### src/rtl/fifo_serial_reader.sv
// fifo_serial_reader
// Read-side consumer for the 4-entry byte FIFO. Pops one byte at a time and
// sends it LSB-first on an asynchronous serial line:
// start bit, 8 data bits, optional even parity, stop bit.
//
// Build option: define FIFO_READER_PARITY_EN to compile in the PARITY state
// (11-bit frames). Without it, frames are 10 bits.
//
// state  | meaning
// -------+-----------------------------------------------------------
// IDLE   | line high, waiting for tx_enable with a non-empty FIFO
// LOAD   | one cycle; fifo_pop high, head byte captured at exit edge
// START  | line low for one bit time
// DATA   | eight data bits, LSB first, from shift register bit 0
// PARITY | even parity of the captured byte (parity builds only)
// STOP   | line high for one bit time, then back to IDLE
//
// tx_line is registered from the current state, so the line lags the state
// register by one cycle. Frame durations and inter-frame gaps are unaffected.

module fifo_serial_reader #(
  parameter int CLKS_PER_BIT = 4
) (
  input  logic       clk,
  input  logic       reset,
  input  logic       tx_enable,
  input  logic       fifo_empty,
  input  logic [7:0] fifo_data,
  output logic       fifo_pop,
  output logic       tx_line,
  output logic       busy,
  output logic       byte_done
);

  localparam int BAUD_W = (CLKS_PER_BIT > 1) ? $clog2(CLKS_PER_BIT) : 1;
  localparam logic [BAUD_W-1:0] BAUD_LAST = BAUD_W'(CLKS_PER_BIT - 1);

`ifdef FIFO_READER_PARITY_EN
  typedef enum logic [2:0] {
    S_IDLE   = 3'd0,
    S_LOAD   = 3'd1,
    S_START  = 3'd2,
    S_DATA   = 3'd3,
    S_PARITY = 3'd4,
    S_STOP   = 3'd5
  } state_t;
`else
  typedef enum logic [2:0] {
    S_IDLE   = 3'd0,
    S_LOAD   = 3'd1,
    S_START  = 3'd2,
    S_DATA   = 3'd3,
    S_STOP   = 3'd5
  } state_t;
`endif

  state_t            state_q, state_d;
  logic [BAUD_W-1:0] baud_q, baud_d;
  logic [2:0]        bit_cnt_q, bit_cnt_d;
  logic [7:0]        shift_q, shift_d;
  logic              tx_q, tx_d;
  logic              byte_done_q, byte_done_d;
`ifdef FIFO_READER_PARITY_EN
  logic              parity_q, parity_d;
`endif

  logic bit_end;
  logic counting;

  assign bit_end = (baud_q == BAUD_LAST);

  // Next-state decode; a frame only starts from IDLE with data available.
  always_comb begin
    state_d = state_q;
    unique case (state_q)
      S_IDLE: begin
        if (tx_enable && !fifo_empty) begin
          state_d = S_LOAD;
        end
      end
      S_LOAD: begin
        state_d = S_START;
      end
      S_START: begin
        if (bit_end) begin
          state_d = S_DATA;
        end
      end
      S_DATA: begin
        if (bit_end && (bit_cnt_q == 3'd7)) begin
`ifdef FIFO_READER_PARITY_EN
          state_d = S_PARITY;
`else
          state_d = S_STOP;
`endif
        end
      end
`ifdef FIFO_READER_PARITY_EN
      S_PARITY: begin
        if (bit_end) begin
          state_d = S_STOP;
        end
      end
`endif
      S_STOP: begin
        if (bit_end) begin
          state_d = S_IDLE;
        end
      end
      default: begin
        state_d = S_IDLE;
      end
    endcase
  end

  // Baud and bit counters: baud restarts on every state change and bit end.
  always_comb begin
    counting = (state_q == S_START) || (state_q == S_DATA) || (state_q == S_STOP);
`ifdef FIFO_READER_PARITY_EN
    counting = counting || (state_q == S_PARITY);
`endif
    baud_d = '0;
    if (counting && (state_d == state_q) && !bit_end) begin
      baud_d = baud_q + BAUD_W'(1);
    end

    bit_cnt_d = '0;
    if (state_q == S_DATA) begin
      bit_cnt_d = bit_end ? (bit_cnt_q + 3'd1) : bit_cnt_q;
    end
  end

  // Datapath: capture the pre-pop head in LOAD, shift right after each data bit.
  always_comb begin
    shift_d = shift_q;
`ifdef FIFO_READER_PARITY_EN
    parity_d = parity_q;
`endif
    if (state_q == S_LOAD) begin
      shift_d = fifo_data;
`ifdef FIFO_READER_PARITY_EN
      parity_d = ^fifo_data;
`endif
    end else if ((state_q == S_DATA) && bit_end) begin
      shift_d = {1'b0, shift_q[7:1]};
    end
  end

  // Line level and completion pulse, both registered off the current state.
  always_comb begin
    tx_d = 1'b1;
    unique case (state_q)
      S_START:  tx_d = 1'b0;
      S_DATA:   tx_d = shift_q[0];
`ifdef FIFO_READER_PARITY_EN
      S_PARITY: tx_d = parity_q;
`endif
      default:  tx_d = 1'b1;
    endcase
    byte_done_d = (state_q == S_STOP) && bit_end;
  end

  // State and datapath registers; reset abandons any frame in progress.
  always_ff @(posedge clk or posedge reset) begin
    if (reset) begin
      state_q     <= S_IDLE;
      baud_q      <= '0;
      bit_cnt_q   <= '0;
      shift_q     <= '0;
      tx_q        <= 1'b1;
      byte_done_q <= 1'b0;
`ifdef FIFO_READER_PARITY_EN
      parity_q    <= 1'b0;
`endif
    end else begin
      state_q     <= state_d;
      baud_q      <= baud_d;
      bit_cnt_q   <= bit_cnt_d;
      shift_q     <= shift_d;
      tx_q        <= tx_d;
      byte_done_q <= byte_done_d;
`ifdef FIFO_READER_PARITY_EN
      parity_q    <= parity_d;
`endif
    end
  end

  assign fifo_pop  = (state_q == S_LOAD);
  assign busy      = (state_q != S_IDLE);
  assign tx_line   = tx_q;
  assign byte_done = byte_done_q;

endmodule

### config.mk
export PLATFORM = sky130hd
export DESIGN_NAME = fifo_serial_reader
export DESIGN_NICKNAME = d
export VERILOG_FILES = /design/src/rtl/fifo_serial_reader.sv
export SDC_FILE = /design/constraint.sdc
export NUM_CORES = 1
export LEC_CHECK = 0
export BUFFER_PORTS_ARGS = -buffer_cell sky130_fd_sc_hd__buf_4
export CORE_MARGIN = 10
export CORE_UTILIZATION = 45
export DETAILED_ROUTE_END_ITERATION = 10
export PLACE_DENSITY = 0.7
export RECOVER_POWER = 25
export SETUP_SLACK_MARGIN = 0.2
export SLEW_MARGIN = 25
export SYNTH_ARGS = -nofsm -noshare
export SYNTH_HDL_FRONTEND = slang
export SYNTH_SLANG_ARGS = --single-unit
### constraint.sdc
create_clock -name clk -period 1.5 [get_ports clk]
set_clock_uncertainty 0.15 [all_clocks]
set_input_delay 0.075 -clock clk [delete_from_list [all_inputs] [get_ports clk]]
set_output_delay 0.075 -clock clk [all_outputs]
set_load 0.02 [all_outputs]
# == After elaboration in Yosys (flattened, before gate mapping) ==
# Cells that the tools add are included.
# op_classes
add_sub_neg,2
multipliers,0
n_div,0
magnitude_cmp,0
eq_ne,8
n_shift,0
muxes,11
bitwise,0
reduce_logical,13
# op_table
operator,count
3-bit two-way mux,6
8-bit two-way mux,2
3-bit case mux with 5 select lines,1
"3-bit by 2-bit == test with 1-bit output, second input constant",2
"3-bit == test, second input constant",2
1-bit logical AND,6
"3-bit by 1-bit adder with 3-bit output, second input constant",1
"3-bit by 1-bit == test with 1-bit output, second input constant",1
3-bit == test,1
3-bit logical NOT,1
3-bit nonzero test,1
"2-bit by 1-bit adder with 2-bit output, second input constant",1
"2-bit == test, second input constant",1
1-bit logical NOT,2
1-bit logical OR,2
2-bit two-way mux,1
"2-bit inequality test, second input constant",1
1-bit case mux with 2 select lines,1
2-bit nonzero test,1
# totals
ff_bits,18
latchBits,0
mem_bits_rw,0
mem_bits_ro,0
in_bits,12
output_inout_bits,4
word_cells,40
n_memories,0

# == Logic depth before layout (Yosys ltp) ==
# depth
depth_word,8
depth_mapped,5
ltp_nobuf,4

# == Worst setup path after synthesis ==
# No wires, ideal clock.
# synth_timing
kind,register to register
startpoint,reg baud_q[0]
endpoint,reg shift_q[2]
setup_time_ns,0.118
t_arrival_ns,1.305
required_time_ns,1.232
slack_ns,-0.073
path_stages_with_launch,6
n_path_buf,1
period_less_slack_ns,1.573
path_cell_list,dfrtp_1 ha_1 and4b_1 buf_2 a22o_1 a21o_1
# synth_via
elab_chain_cells,3
# synth_rtl
element,line_no,source
from (decl),58,"logic [BAUD_W-1:0] baud_q, baud_d;"
from (signal assigned),177,baud_q <= baud_d;
2-bit == test,70,assign bit_end = (baud_q == BAUD_LAST);
1-bit logical AND,144,end else if ((state_q == S_DATA) && bit_end) begin
2-bit nonzero test (no line),-,
to (signal assigned),179,shift_q <= shift_d;
to (decl),60,"logic [7:0] shift_q, shift_d;"
# No other way between the ends.
# A chain may end at the register's enable or synchronous reset.

# == Final worst setup path ==
# layout_timing
startpoint,reg state_q[1]
endpoint,reg shift_q[6]
# layout_via
elab_chain_cells,3
elab_cells_between_ends,5
cone_classes,2 x eq/ne; 1 x mux; 2 x reduce/logical
# layout_rtl
element,line_no,source
from (decl),57,"state_t state_q, state_d;"
from (signal assigned),176,state_q <= state_d;
3-bit by 2-bit == test with 1-bit output,144,
1-bit logical AND,144,
2-bit nonzero test (no line),-,
# Several ways; a longest one is shown, not always the timed one.

==> metrics.yaml <==
holdWs_ns: 0.0381
ant_nets: 0
drv_cap: 0
synth_area_per_cell_um2: 10.7
yosysTopAreaCell: "dfrtp_1"
vias: 840
p_leak_nw: 0.683
dieHeight_um: 64.4
cts_max_level: 1
cts_root_buffer: "clkbuf_4"
grt_pass1_vias: 836
setup_viol: 8
routabilityCongestion: 0.770
hold_path.class: "input port to flop"
drt_first_pass_iters: 4
postSynthCellCount: 83
synth.ff_latch_count: 18
period_share_pct: 108
core_um2: 1800
clkTransAtPathRegs_ns: 0.11
rows: 15
wl_um: 2550
port_buffers: 15
final_max_slew_viol_count: 0
design_power_total_mw: 1.83
synth_nets: 98
power_density_nw_per_um2: 1240
final_core_util_pct: 81.6
syn-cell-area_um2: 886
cp-end-kind: "flop"
finalNetCount: 145
synthDistinctLibCells: 31
drive_gt1_share_pct: 48.8
drt-initial-drc-count: 21
yosysWarnings: 0
diodes: 0
critical_path_class: "flop to flop"
via_per_inst: 5.45
relSlewSlack_pct: 69.9
fin_ws_ns: -0.119
synthArstFlopShare_pct: 100
wl_per_cell_um: 16.5
yosys-top-cells-area: "dfrtp_1 (48%), ha_1 (4.2%), a22o_1 (4.0%), o22ai_1 (3.5%), nand3b_1 (3.4%)"
pre_cts_slack_ns: 0.0328
synth-edff-count: 0
layout_min_cycle_time_ns: 1.62
hold_viol_final: 0
worstSetupStartpointType: "flop"
clock_sinks: 18
status: "finished with violations"
path_max_fanout: 6
seq_area_frac_synth_pct: 51.0
initial_utilization_pct: 49.2
synth_top_cells_by_count: "dfrtp_1 (17), o22ai_1 (5)"
grt-ovfl-total: 0
violations: "setup timing"
io_pins: 16
rsz0062_at_grt: "yes"
die-area_um2: 4140
tightestPinTransition_ns: 0.452
grt_use_total_pct: 11.8
cts_made_buffers: 3
synth_ff_type: "dfrtp_1"
critPathArrivalTime_ns: 1.67
drc: 0
synth_most_common_cell: "dfrtp_1"
crit_required_ns: 1.55
antenna_found_initial: 0
vdd_ir_drop_max_mv: 0.921
grt_max_degree: 19
fmax_mhz: 618
cts_tree: "done"
cts.path.max_buffers: 2
grt_pass1_wl_um: 4010
syn2layout_area_growth_pct: 66.0
die-width_um: 64.4
hpwl_um: 1350
insertion_delay_ns: 0.30
netlist.area_leader.share_pct: 48.0
## sequential cells by signal, summed over array words and instances (netlist names)
signal / flops
tx_line: 1
shift_q: 8
baud_q: 2
state_q: 3
bit_cnt_q: 3
byte_done: 1
## routing by layer
| layer | vias to the layer above | wire (um) | track usage (%) |
|---|---|---|---|
| met5 | - | 0 | 0 |
| met2 | 31 | 1230 | 18.8 |
| li1 | 393 | - | - |
| met4 | 0 | 53 | 3.74 |
| met3 | 5 | 137 | 2.79 |
| met1 | 411 | 1120 | 15.1 |
## layout make-up
type                       count  area [um^2]
sequential                    18          452
inverter                       4         20.0
fill                         101          332
clock buffer                   4         36.3
timing repair buffer          47          437
tap                           25         31.3
multi-input combinational     56          494
## cell usage in the layout, fill, tap and decap left out, drive strengths merged, types with 3 or more instances in the layout
| cell type | n |
|---|---|
| nor2 | 5 |
| clkbuf | 6 |
| buf | 35 |
| o22ai | 5 |
| o21ai | 3 |
| nand2 | 4 |
| nand3b | 4 |
| a22o | 4 |
| a21oi | 4 |
| dfrtp | 17 |
| dlygate4sd3 | 10 |
| nand2b | 4 |
| a21o | 3 |
| ha | 3 |
| inv | 3 |
## where the power goes
| part | internal [mW] | total (mW) | leakage [nW] | switching, mW |
|---|---|---|---|---|
| combinational | 0.462 | 0.822 | 0.432 | 0.359 |
| sequential | 0.604 | 0.698 | 0.229 | 0.0940 |
| clock | 0.148 | 0.309 | 0.0210 | 0.161 |
| total | 1.21 | 1.83 | 0.683 | 0.615 |
## worst max-delay path, cell delays in order, from the launching register on
cell and delay, ns:
dfrtp_1 0.43, buf_6 0.13, buf_4 0.14, and4b_2 0.26
a22o_1 0.25, a21o_1 0.15
## cells by family after synthesis
kind of cell               count (synthesis)  share of synthesized area, %
AOI/OAI and AO/OA                         24                          18.8
DFF                                       18                          51.0
and+or+nand+nor                           26                          17.7
muxes                                      2                          2.26
xor gates and xnor gates                   1                         0.989
buffers and inverters                      9                          5.08
adders and majority gates                  3                          4.24
## worst paths after layout
kind                                           start                endpoint  slack [ns]  cells past startpoint
worst max-delay path            state_q[1]$_DFF_PP0_  shift_q[6]$_DFFE_PP0P_       -0.12                      5
worst min-delay path                       tx_enable    state_q[0]$_DFF_PP0_        0.04                      4
worst max register to register  state_q[1]$_DFF_PP0_  shift_q[6]$_DFFE_PP0P_       -0.12                      5
worst min register to register   baud_q[0]$_DFF_PP0_     baud_q[0]$_DFF_PP0_        0.34                      1
max in group asynchronous                      reset       tx_line$_DFF_PP1_        0.60                      4
min in group asynchronous                      reset     baud_q[0]$_DFF_PP0_        0.26                      4
## metrics by stage
stage / instance area [um^2] / instances / TNS [ns]
2_1_floorplan: 905 / 83 / 0
3_3_place_gp: 1080 / 126 / 0
3_5_place_dp: 1080 / 126 / 0
4_1_cts: 1380 / 147 / -0.338
5_1_grt: 1470 / 154 / -0.862
6_report: 1470 / 154 / -0.681
## repair_timing
action / 4_1_cts / 5_1_grt
buffers inserted: 7 / 7
endpoints found under the hold margin: 27 / 0
resized for setup: 30 / 10
hold buffers: 10 / 0
gates cloned: 0 / 0
endpoints found under the setup margin: 14 / 19
pin swaps: 9 / 15
Note: power is estimated with default switching activity, not from simulation.
